$ cat config.mk
export PLATFORM = sky130hd
export DESIGN_NAME = gpio_in_debounce
export DESIGN_NICKNAME = d
export VERILOG_FILES = /design/src/rtl/gpio_in_debounce.sv
export SDC_FILE = /design/constraint.sdc
export NUM_CORES = 1
export LEC_CHECK = 0
export BUFFER_PORTS_ARGS = -buffer_cell sky130_fd_sc_hd__buf_4
export CAP_MARGIN = 15
export CORE_MARGIN = 2
export CORE_UTILIZATION = 40
export DETAILED_ROUTE_END_ITERATION = 8
export PLACE_DENSITY_LB_ADDON = 0.08
export SYNTH_ARGS = -nofsm -noshare
export SYNTH_HDL_FRONTEND = slang
export SYNTH_SLANG_ARGS = --single-unit
$ cat constraint.sdc
create_clock -name clk -period 1.3 [get_ports clk]
set_input_delay 0 -clock clk [delete_from_list [all_inputs] [get_ports clk]]
set_output_delay 0 -clock clk [all_outputs]
set_load 0.03 [all_outputs]
$ cat src/rtl/gpio_in_debounce.sv
// Switch input conditioner: per-bit synchroniser, stability-counter debounce, rise/fall strobes, sticky changed flag.
// Latency SYNC_STAGES+DEBOUNCE_CYCLES edges from raw change to sw_out; no backpressure, changed held until acked.
module gpio_in_debounce #(
    parameter int WIDTH           = 8,
    parameter int SYNC_STAGES     = 2,
    parameter int DEBOUNCE_CYCLES = 16
) (
    input  logic             clk,
    input  logic             reset,
    input  logic [WIDTH-1:0] raw_in,
    output logic [WIDTH-1:0] sw_out,
    output logic [WIDTH-1:0] rise,
    output logic [WIDTH-1:0] fall,
    output logic             changed,
    input  logic             changed_ack
);
    localparam int               CNT_W   = $clog2(DEBOUNCE_CYCLES);
    localparam logic [CNT_W-1:0] CNT_MAX = CNT_W'(DEBOUNCE_CYCLES - 1);

    logic [SYNC_STAGES-1:0][WIDTH-1:0] sync_q, sync_d;
    logic [WIDTH-1:0][CNT_W-1:0]       cnt_q, cnt_d;
    logic [WIDTH-1:0]                  sw_q, sw_d;
    logic [WIDTH-1:0]                  rise_q, rise_d;
    logic [WIDTH-1:0]                  fall_q, fall_d;
    logic                              changed_q, changed_d;
    logic [WIDTH-1:0]                  upd;
    logic [WIDTH-1:0]                  s;

    assign s = sync_q[SYNC_STAGES-1];

    always_comb begin
        sync_d = {sync_q[SYNC_STAGES-2:0], raw_in};
        cnt_d  = cnt_q;
        sw_d   = sw_q;
        upd    = '0;
        for (int i = 0; i < WIDTH; i++) begin
            // Any return to the current level restarts qualification.
            if (s[i] == sw_q[i]) begin
                cnt_d[i] = '0;
            end else if (cnt_q[i] == CNT_MAX) begin
                upd[i]   = 1'b1;
                sw_d[i]  = s[i];
                cnt_d[i] = '0;
            end else begin
                cnt_d[i] = cnt_q[i] + CNT_W'(1);
            end
        end
        rise_d = upd & s;
        fall_d = upd & ~s;
        // A new flip beats a same-cycle acknowledge so no edge is lost.
        if (|upd) begin
            changed_d = 1'b1;
        end else if (changed_ack) begin
            changed_d = 1'b0;
        end else begin
            changed_d = changed_q;
        end
    end

    always_ff @(posedge clk) begin
        if (reset) begin
            sync_q    <= '0;
            cnt_q     <= '0;
            sw_q      <= '0;
            rise_q    <= '0;
            fall_q    <= '0;
            changed_q <= 1'b0;
        end else begin
            sync_q    <= sync_d;
            cnt_q     <= cnt_d;
            sw_q      <= sw_d;
            rise_q    <= rise_d;
            fall_q    <= fall_d;
            changed_q <= changed_d;
        end
    end

    assign sw_out  = sw_q;
    assign rise    = rise_q;
    assign fall    = fall_q;
    assign changed = changed_q;

endmodule

[Yosys cells after proc, flatten, opt, wreduce, memory -nomap -nowiden]
Cells that the tools add are included.
Operators by class
  add/subtract/negate cells: 8
  multiply operators: 0
  div/mod/pow operators: 0
  $lt $le $gt $ge: 0
  equal/unequal tests: 16
  shift-type cells: 0
  mux-type cells: 18
  bitwise operators: 11
  reductions and logical operators: 18
Operators with widths (count)
  adder 4 x 1 -> 4 bit, second input constant: 8
  == test 4 bit, second input constant: 8
  OR reduction 3 bit: 8
  two-way mux 1 bit: 18
  AND 8 bit: 2
  AND reduction 2 bit: 8
  == test 1 bit: 8
  NOT 1 bit: 8
  NOT 8 bit: 1
  OR reduction 8 bit: 1
  nonzero test 2 bit: 1
Word-level totals
  flip-flop bits (word level): 73
  bits in latches: 0
  bits in writable memories: 0
  ROM bits: 0
  memories kept: 0

[Longest topological paths before layout]
Gate-level depths: netlist (run 1).
  depth in word-level cells: 5
  depth in mapped cells: 5
  depth with buffers taken out: 5

[Worst setup path before layout (run 1)]
OpenSTA, ideal clock, no wires.
  kind: reg2reg
  start: register sw_q[1], in the netlist sw_out[1]
  end: register changed_q, in the netlist changed
  setup time: 0.120 ns
  arrival time: 1.097 ns
  required time: 1.180 ns
  slack: 0.083 ns
  cell stages (with the launch flop): 5
  clock period less this slack: 1.217 ns
  path through: dfxtp_1 > xnor2_1 > o22ai_1 > nor3_1 > a21oi_1
On the way
  longest elaborated chain between the ends: 4
  elaborated cells on any way between the ends: 5
  those cells by class: eq/ne: 1; mux: 2; reduce/logical: 2
RTL lines
  start, declared: RTL line 22  | logic [WIDTH-1:0] sw_q, sw_d;
  start signal, assigned: RTL line 71  | sw_q <= sw_d;
  == test 1 bit (*): RTL line 38  | if (s[i] == sw_q[i]) begin
  two-way mux 1 bit (*): RTL line 38
  OR reduction 8 bit (*): RTL line 51  | if (|upd) begin
  two-way mux 1 bit / nonzero test 2 bit (equally long branches)
  end signal, assigned: RTL line 74  | changed_q <= changed_d;
  end, declared: RTL line 25  | logic changed_q, changed_d;
Mark *: on every way between the ends. The rest lies on a longest branch, timed or not.
A chain may end at the register's enable or synchronous reset.

[Worst setup path after layout (run 1)]
  start: register cnt_q[24] in the netlist's numbering
  end: register changed_q, in the netlist changed
On the way
  longest elaborated chain between the ends: 5
  elaborated cells on any way between the ends: 6
  those cells by class: eq/ne: 1; mux: 3; reduce/logical: 2
RTL lines
  start, declared: RTL line 21  | logic [WIDTH-1:0][CNT_W-1:0] cnt_q, cnt_d;
  start signal, assigned: RTL line 70  | cnt_q <= cnt_d;
  == test 4 bit (*): RTL line 40  | end else if (cnt_q[i] == CNT_MAX) begin
  two-way mux 1 bit (*): RTL line 40
  two-way mux 1 bit (*): RTL line 38
  OR reduction 8 bit (*): RTL line 51
  two-way mux 1 bit / nonzero test 2 bit (equally long branches)
Marks and branches as above.

==> impl_metrics.env, run 1 <==
export IMPL_grt_antenna_before_repair=0
export IMPL_p_switching_uw=830
export IMPL_htreeDepth=3
export IMPL_clock_fmax_mhz=832
export IMPL_pwr_share_clk_pct=42.7
export IMPL_p_int_mw=3.38
export IMPL_ir_worst_vdd_mv=0.640
export IMPL_cts_tree="done"
export IMPL_clk_pin_slew_ns=0.07
export IMPL_arrival_ns=1.46
export IMPL_drt_vias_per_instance=4.64
export IMPL_final_period_utilization_pct=92.4
export IMPL_crit_path_end_kind="flop"
export IMPL_area_growth_synth_to_final_pct=28.0
export IMPL_fp_dieArea_um2=6940
export IMPL_die_y_um=83.3
export IMPL_comb_power_share_pct=3.0
export IMPL_n_antenna_cell=0
export IMPL_hpwl_mm=2.63
export IMPL_syn_area_per_cell_um2=10.8
export IMPL_setup_viol=0
export IMPL_grt_use_total_pct=12.9
export IMPL_synth_seq_cells=73
export IMPL_ant_nets=0
export IMPL_path_class="flop to flop"
export IMPL_drc=0
export IMPL_setup_tns_ns=0
export IMPL_rsz0062_at_grt="yes"
export IMPL_routed_wl_mm=4.12
export IMPL_power_frac_seq_pct=54.3
export IMPL_place_gp_congestion=0.707
export IMPL_numCtsBuffers=9
export IMPL_clock_sinks=73
export IMPL_grt_ovfl_total=0
export IMPL_grt_max_degree=54
export IMPL_num_rows=28
export IMPL_drive_gt1_share_pct=22.3
export IMPL_wl_per_cell_um=11.1
export IMPL_drv_cap=0
export IMPL_stdcell_area_um2=3220
export IMPL_relSlewSlack_pct=63.8
export IMPL_fin_util_pct=53.8
export IMPL_synth_fp_nets=251
export IMPL_grt_pass1_wl_mm=7.14
export IMPL_leakagePower_nw=1.34
export IMPL_final_max_slew_viol_count=0
export IMPL_synth_cell_types=18
export IMPL_clk_path_buf_depth=2
export IMPL_nets=310
export IMPL_post_dp_cell_area_um2=2900
export IMPL_grt_pass1_vias=1650
export IMPL_num_vias=1723
export IMPL_syn_area_um2=2520
export IMPL_fin_crit_ns=1.20
export IMPL_io_buffers=35
export IMPL_clockRootBuffer="clkbuf_8"
export IMPL_yosysWarnings=0
export IMPL_initial_utilization_pct=42.0
export IMPL_netlist_instances=232
export IMPL_crit_fanout=6
export IMPL_power_per_cell_area_nw_per_um2=1310
export IMPL_status="completed"
export IMPL_synth_seq_area_share_pct=58.1
export IMPL_swShare_pct=19.7
export IMPL_tightestPinTransition_ns=0.543
export IMPL_die_w_um=83.3
export IMPL_drtIter0Drc=59
export IMPL_final_hold_viol_count=0
export IMPL_clock_skew_ns=0.00586
export IMPL_crit_path_start_kind="flop"
export IMPL_clk_insertion_delay_late_ns=0.33
export IMPL_io_pins=36
export IMPL_required_ns=1.56
export IMPL_hold_path_class="input pin to flop"
export IMPL_firstDrtPassIters=4
export IMPL_core_area_um2=5990
[worst max-delay path, cell delays in order, from the launching register on]
cell and delay (ns):
dfxtp_1 0.36, ha_1 0.20, nand3_2 0.16, o22ai_2 0.22, nor2_1 0.07, a21oi_1 0.12
[area by class of cell]
cell class                      instances  area, µm²
Timing Repair Buffer                   54        425
Sequential cell                        73       1460
Tap cell                               75       93.8
Fill cell                             553       2770
Clock buffer                           14        173
Inverter                                1       3.75
Multi-Input combinational cell        152       1030
Clock inverter                          2       35.0
[cell usage after synthesis]
library cell  number  share of area (%)
a21oi_1            1               0.20
and3_1             8                2.0
buf_6              2               0.90
clkbuf_1           2               0.30
clkbuf_8           2                1.1
dfxtp_1           73                 58
ha_1               8                4.0
inv_1              1               0.15
mux2i_1            8                3.2
nand2_1            8                1.2
nand3_1           16                3.2
nor2_1            34                5.1
nor2b_1           16                4.0
nor3_1             9                1.8
nor4b_1           16                5.6
o22ai_1            4               0.99
xnor2_1           16                5.6
xor2_1             8                2.8
[cell families (layout without fill, tap and decap cells)]
group                    Yosys count  in the layout  synth area share [%]
AND/OR/NAND/NOR                  107            107                  22.8
flip-flops                        73             73                  58.1
XOR/XNOR                          24             24                  8.35
adder cells (fa/ha/maj)            8              8                  3.98
multiplexers                       8              8                  3.18
buffers and inverters              7             71                  2.44
AO/OA/AOI/OAI                      5              5                  1.19
[cells in the final DEF (no fill, tap or decap), types with 2 or more instances in the layout]
master         instances
and3_1                 8
buf_4                 46
clkbuf_1               2
clkbuf_8              12
dfxtp_1               73
dlygate4sd3_1          8
ha_1                   8
mux2i_1                8
nand2_1                8
nand3_1               14
nand3_2                2
nor2_1                34
nor2b_1               16
nor3_1                 9
nor4b_1               13
nor4b_2                3
o22ai_1                3
xnor2_1               16
xor2_1                 8
[sequential cells by signal, indices dropped and copies added (netlist names)]
register	count
fall	8
cnt_q	32
rise	8
changed	1
sync_d	8
sw_out	8
s	8
[metrics by stage]
| step | power [mW] | hold WS (ns) | setup WS [ns] | std cells |
|---|---|---|---|---|
| 2_1_floorplan | 2.41 | 0.128 | 0.0831 | 232 |
| 3_3_place_gp | 2.44 | 0.210 | 0.00178 | 347 |
| 3_5_place_dp | 2.44 | 0.215 | 0.00175 | 347 |
| 4_1_cts | 4.28 | 0.125 | 0.0420 | 371 |
| 5_1_grt | 4.41 | 0.146 | -0.0355 | 371 |
| 6_report | 4.21 | 0.133 | 0.0985 | 371 |
[what timing repair did]
item                                    CTS  global route
endpoints found under the setup margin    1             8
pin swaps                                 0             0
setup buffers                             0             0
resized for setup                         1             5
hold buffers                              8             0
hold endpoints to repair                  8             0
[routing by layer]
metal | global-route usage [%] | part of all wire [%]
met1 | 16.7 | 53
met2 | 18.6 | 41
met3 | 4.57 | 4.3
met4 | 7.60 | 2.3
met5 | 0 | 0
[final timing paths]
kind                    from         end  slack [ns]  cells after the start
hold / removal         reset  sync_d[14]        0.13                      2
setup / recovery   cnt_q[24]     changed         0.1                      5
setup reg to reg   cnt_q[24]     changed         0.1                      5
hold reg to reg   sync_d[13]        s[5]        0.44                      1
[power groups by stage]
stage          registers (mW)  logic [mW]  clock network (mW)
5_1_grt                  2.29       0.142                1.98
4_1_cts                  2.28       0.128                1.87
2_1_floorplan            2.33      0.0755                   0
3_5_place_dp             2.34       0.109                   0
6_report                 2.29       0.127                1.80
3_3_place_gp             2.34       0.107                   0
(Power assumes the default switching activity.)
==> run 2, diff against run 1 <==
--- a/config.mk
+++ b/config.mk
@@ -10,6 +10,7 @@
 export CORE_MARGIN = 2
 export CORE_UTILIZATION = 40
 export DETAILED_ROUTE_END_ITERATION = 8
+export GPL_TIMING_DRIVEN = 0
 export PLACE_DENSITY_LB_ADDON = 0.08
 export SYNTH_ARGS = -nofsm -noshare
 export SYNTH_HDL_FRONTEND = slang
==> constraint.sdc (replaced) <==
create_clock -name clk -period 1.36 [get_ports clk]
set_input_delay 0 -clock clk [delete_from_list [all_inputs] [get_ports clk]]
set_output_delay 0 -clock clk [all_outputs]
set_load 0.03 [all_outputs]
==> run 2 against run 1 <==
Largest power group unchanged. Wire length is 7.8% higher. Final area shrank 1.3%. Sequential share of layout area increased by 0.59 points. Worst hold slack worse by 0.086 ns. Flip-flop and latch count stayed put. Combinational power up 4%. Critical path type unchanged. Final cell count fell by 1.6%. First-iteration DRC count is 27% lower. Clock power decreased by 8%. Sequential power is 5% lower. Highest routed layer unchanged. Worst setup slack gained 0.0013 ns. Count of clock-buffer cells in the layout down 3.
==> impl_metrics.env, run 2 (synthesized netlist as in run 1, its figures left out) <==
export IMPL_crit_path_top_delay_cell="dfxtp_1"
export IMPL_power_per_cell_area_nw_per_um2=1250
export IMPL_clk_insertion_delay_late_ns=0.34
export IMPL_die_w_um=83.3
export IMPL_nets=304
export IMPL_htreeDepth=3
export IMPL_seq_area_um2=1460
export IMPL_crit_family="simple AND/OR/NAND/NOR gates"
export IMPL_clk_path_buf_depth=2
export IMPL_crit_path_end_kind="flop"
export IMPL_grt_antenna_before_repair=0
export IMPL_final_max_slew_viol_count=0
export IMPL_status="completed"
export IMPL_crit_fanout=6
export IMPL_place_gp_congestion=0.722
export IMPL_path_cells="ha_1, nand3_1, o22ai_1, nor3_1, a21oi_1"
export IMPL_hold_path_class="input pin to flop"
export IMPL_firstDrtPassIters=4
export IMPL_fp_dieArea_um2=6940
export IMPL_crit_buf_inv=0
export IMPL_place_ws_ns=0.0528
export IMPL_final_common_cell="dfxtp_1"
export IMPL_critPathMaxStageDelay_ns=0.33
export IMPL_tightestPinTransition_ns=0.532
export IMPL_clock_fmax_mhz=794
export IMPL_largest_reg_flops=32
export IMPL_num_vias=1744
export IMPL_grt_use_total_pct=14.3
export IMPL_cts_setup_buffers=0
export IMPL_drt_vias_per_instance=4.78
export IMPL_multiInputGateArea_um2=1030
export IMPL_core_area_um2=5990
export IMPL_leakagePower_nw=1.31
export IMPL_cts_tree="done"
export IMPL_clock_sinks=73
export IMPL_fin_crit_ns=1.26
export IMPL_area_growth_synth_to_final_pct=26.4
export IMPL_wl_per_cell_um=12.2
export IMPL_final_cell_mix="dfxtp_1, nor2_1, buf_4"
export IMPL_path_class="flop to flop"
export IMPL_crit_path_start_kind="flop"
export IMPL_final_period_utilization_pct=92.7
export IMPL_drive_gt1_share_pct=20.7
export IMPL_final_hold_viol_count=0
export IMPL_io_pins=36
export IMPL_drv_cap=0
export IMPL_routed_wl_mm=4.44
export IMPL_fin_util_pct=53.1
export IMPL_die_y_um=83.3
export IMPL_ant_nets=0
export IMPL_grt_pass1_vias=1696
export IMPL_hpwl_mm=2.95
export IMPL_drc=0
export IMPL_regMostFlops="cnt_q"
export IMPL_numCtsBuffers=9
export IMPL_num_rows=28
export IMPL_clock_skew_ns=0.00784
export IMPL_setup_slack_ns=0.0998
export IMPL_grt_max_degree=13
export IMPL_ir_worst_vdd_mv=0.734
export IMPL_setup_viol=0
export IMPL_clk_pin_slew_ns=0.08
export IMPL_finalPower_mw=3.97
export IMPL_initial_utilization_pct=42.0
export IMPL_io_buffers=34
export IMPL_clockRootBuffer="clkbuf_8"
export IMPL_n_antenna_cell=0
export IMPL_drtIter0Drc=43
export IMPL_fill_cells=551
export IMPL_arrival_ns=1.49
export IMPL_relSlewSlack_pct=64.6
export IMPL_required_ns=1.59
export IMPL_grt_ovfl_total=0
export IMPL_grt_pass1_wl_mm=7.73
-- run 2: path summary, 6_finish.rpt --
check,from,endpoint,slack [ns],cells after the start
worst max-delay path,cnt_q[12],changed,0.1,5
worst min-delay path,reset,cnt_q[7],0.05,4
worst max register to register,cnt_q[12],changed,0.1,5
worst min register to register,sync_d[9],s[1],0.44,1
-- run 2: cell type report --
cell class                 instances  area share, %
clock buffer                      11           4.45
sequential                        73           46.0
clock inverter                     5           1.73
tap                               75           2.95
inverter                           1          0.118
timing repair buffer              42           10.5
multi-input combinational        152           32.4
buffer                             6           1.81
-- run 2: where the power goes --
group,total (mW),switching [mW],internal (mW)
clock,1.65,0.759,0.891
sequential,2.18,0.0180,2.17
combinational,0.132,0.0615,0.0709
-- run 2: layer usage --
layer / part of all wire (%) / track usage [%]
met5: 0 / 0
met4: 1.8 / 5.81
met3: 5.8 / 6.56
met2: 45 / 22.7
met1: 48 / 16.7
-- run 2: repair_timing --
item / in CTS / in global routing
hold buffers: 8 / 0
hold endpoints to repair: 8 / 0
resized for setup: 0 / 7
endpoints found under the setup margin: 0 / 1
-- run 2: stage by stage --
stage | hold WS (ns) | instances | cell area [µm²] | setup TNS [ns]
finish | 0.0471 | 365 | 3180 | 0
global route | 0.0581 | 365 | 3180 | -0.0121
CTS | 0.0433 | 365 | 3140 | 0
detailed placement | 0.214 | 341 | 2870 | 0
global placement | 0.212 | 341 | 2870 | 0
floorplan | 0.128 | 232 | 2520 | 0
-- run 2: worst register-to-register path, stage by stage (launching register included) --
cell     delay [ns]
dfxtp_1        0.33
ha_1           0.22
nand3_1        0.21
o22ai_1        0.13
nor3_1         0.18
a21oi_1        0.08
==> run 3, diff against run 2 <==
--- a/config.mk
+++ b/config.mk
@@ -12,6 +12,7 @@
 export DETAILED_ROUTE_END_ITERATION = 8
 export GPL_TIMING_DRIVEN = 0
 export PLACE_DENSITY_LB_ADDON = 0.08
+export RECOVER_POWER = 25
 export SYNTH_ARGS = -nofsm -noshare
 export SYNTH_HDL_FRONTEND = slang
 export SYNTH_SLANG_ARGS = --single-unit
==> run 3 against run 2 <==
Global-route usage stayed put. Final cell count did not move. First-iteration DRC count up 4.7%. Die area stayed put. Combinational power barely moved. Power about the same. Worst setup slack about the same. Non-clock buffer count stayed put. Final area shrank 0.94%. Count of clock-buffer cells in the layout did not move. Fmax hardly changed. Utilization fell by 0.50 points. Highest routed layer unchanged.
==> impl_metrics.env, run 3 (synthesized netlist as in run 1, its figures left out) <==
export IMPL_ant_nets=0
export IMPL_arrival_ns=1.49
export IMPL_clockRootBuffer="clkbuf_8"
export IMPL_post_dp_cell_area_um2=2870
export IMPL_drc=0
export IMPL_clock_fmax_mhz=793
export IMPL_fin_crit_ns=1.26
export IMPL_nets=304
export IMPL_p_switching_uw=838
export IMPL_largest_reg_flops=32
export IMPL_min_path_cells=4
export IMPL_grt_max_degree=13
export IMPL_min_from="reset"
export IMPL_power_per_cell_area_nw_per_um2=1260
export IMPL_fin_util_pct=52.6
export IMPL_drive_gt1_share_pct=17.9
export IMPL_drv_cap=0
export IMPL_hold_path_class="input pin to flop"
export IMPL_comb_power_share_pct=3.3
export IMPL_grt_pass1_vias=1696
export IMPL_core_area_um2=5990
export IMPL_routed_wl_mm=4.45
export IMPL_leakagePower_nw=1.27
export IMPL_stdcell_area_um2=3150
export IMPL_path_class="flop to flop"
export IMPL_firstDrtPassIters=4
export IMPL_final_period_utilization_pct=92.7
export IMPL_routed_top_layer="met4"
export IMPL_required_ns=1.59
export IMPL_clk_path_buf_depth=2
export IMPL_die_w_um=83.3
export IMPL_die_y_um=83.3
export IMPL_multiInputGateArea_um2=1030
export IMPL_status="completed"
export IMPL_cts_tree="done"
export IMPL_grt_pass1_wl_mm=7.73
export IMPL_p_int_mw=3.13
export IMPL_num_vias=1748
export IMPL_drtIter0Drc=45
export IMPL_holdWs_ns=0.0468
export IMPL_crit_fanout=6
export IMPL_r2r_end="changed"
export IMPL_fill_cells=561
export IMPL_swShare_pct=21.1
export IMPL_final_cell_mix="dfxtp_1, nor2_1, buf_4"
export IMPL_regMostFlops="cnt_q"
export IMPL_pwr_share_clk_pct=41.6
export IMPL_grt_antenna_before_repair=0
export IMPL_num_rows=28
export IMPL_wl_per_cell_um=12.2
export IMPL_clock_sinks=73
export IMPL_cts_setup_buffers=0
export IMPL_drt_vias_per_instance=4.79
export IMPL_n_antenna_cell=0
export IMPL_initial_utilization_pct=42.0
export IMPL_fp_dieArea_um2=6940
export IMPL_finalPower_mw=3.96
export IMPL_r2r_start="cnt_q[12]"
export IMPL_hpwl_mm=2.95
export IMPL_final_max_slew_viol_count=0
export IMPL_wl_met3_um=265
export IMPL_power_frac_seq_pct=55.1
export IMPL_rr_worst_depth=5
export IMPL_setup_slack_ns=0.0997
export IMPL_crit_path_end_kind="flop"
export IMPL_grt_use_total_pct=14.3
export IMPL_place_gp_congestion=0.722
export IMPL_place_ws_ns=0.0528
export IMPL_numCtsBuffers=9
export IMPL_final_hold_viol_count=0
export IMPL_wl_met2_mm=1.98
export IMPL_area_growth_synth_to_final_pct=25.2
export IMPL_io_pins=36
export IMPL_clock_skew_ns=0.00784
export IMPL_io_buffers=34
export IMPL_relSlewSlack_pct=64.1
export IMPL_regToRegSetupSlack_ns=0.1
export IMPL_seq_area_um2=1460
export IMPL_clk_insertion_delay_late_ns=0.34
export IMPL_worst_hold_path_endpoint="cnt_q[7]"
export IMPL_ir_worst_vdd_mv=0.734
export IMPL_clk_pin_slew_ns=0.08
export IMPL_grt_ovfl_total=0
export IMPL_final_common_cell="dfxtp_1"
export IMPL_met1_length_mm=2.12
export IMPL_crit_path_start_kind="flop"
export IMPL_setup_viol=0
export IMPL_htreeDepth=3
export IMPL_tightestPinTransition_ns=0.538
==> run 3: per-layer routing <==
layer  track usage (%)  vias up
met5                 0        -
met2              22.7       34
li1                  -      898
met4              5.81        0
met3              6.56        8
met1              16.7      808
==> run 3: power by group through the flow <==
stage | clock (mW) | sequential, mW | combinational, mW
2_1_floorplan | 0 | 2.23 | 0.0722
3_3_place_gp | 0 | 2.23 | 0.115
3_5_place_dp | 0 | 2.23 | 0.115
4_1_cts | 1.71 | 2.18 | 0.134
5_1_grt | 1.81 | 2.19 | 0.146
6_report | 1.65 | 2.18 | 0.131
==> run 3: worst max-delay path, cell delays in order, from the launching register on <==
cell	delay [ns]
dfxtp_1	0.33
ha_1	0.22
nand3_1	0.21
o22ai_1	0.13
nor3_1	0.18
a21oi_1	0.08
==> run 3: worst max-delay path by stage <==
| stage | from | cells after the start | slack (ns) | end |
|---|---|---|---|---|
| floorplan | sw_out[1] | 4 | 0.14 | changed |
| global placement | cnt_q[16] | 5 | 0.06 | changed |
| detailed placement | cnt_q[24] | 5 | 0.05 | changed |
| CTS | cnt_q[24] | 5 | 0.04 | changed |
| global route | cnt_q[20] | 5 | -0.01 | changed |
| finish | cnt_q[12] | 5 | 0.1 | changed |
==> run 3: layout make-up <==
| cell class | instances | area share [%] |
|---|---|---|
| clock buffer | 11 | 4.49 |
| tap | 75 | 2.98 |
| sequential | 73 | 46.4 |
| inverter | 1 | 0.119 |
| timing repair buffer | 42 | 9.69 |
| buffer | 6 | 1.83 |
| clock inverter | 5 | 1.75 |
| multi-input combinational | 152 | 32.7 |
==> run 3: stage by stage <==
stage	cells	setup TNS (ns)
2_1_floorplan	232	0
3_3_place_gp	341	0
3_5_place_dp	341	0
4_1_cts	365	0
5_1_grt	365	-0.0121
6_report	365	0
==> run 3: repair_timing <==
action,CTS,global route
hold buffers,8,0
endpoints found under the hold margin,8,0
resized for setup,0,7
setup endpoints to repair,0,1
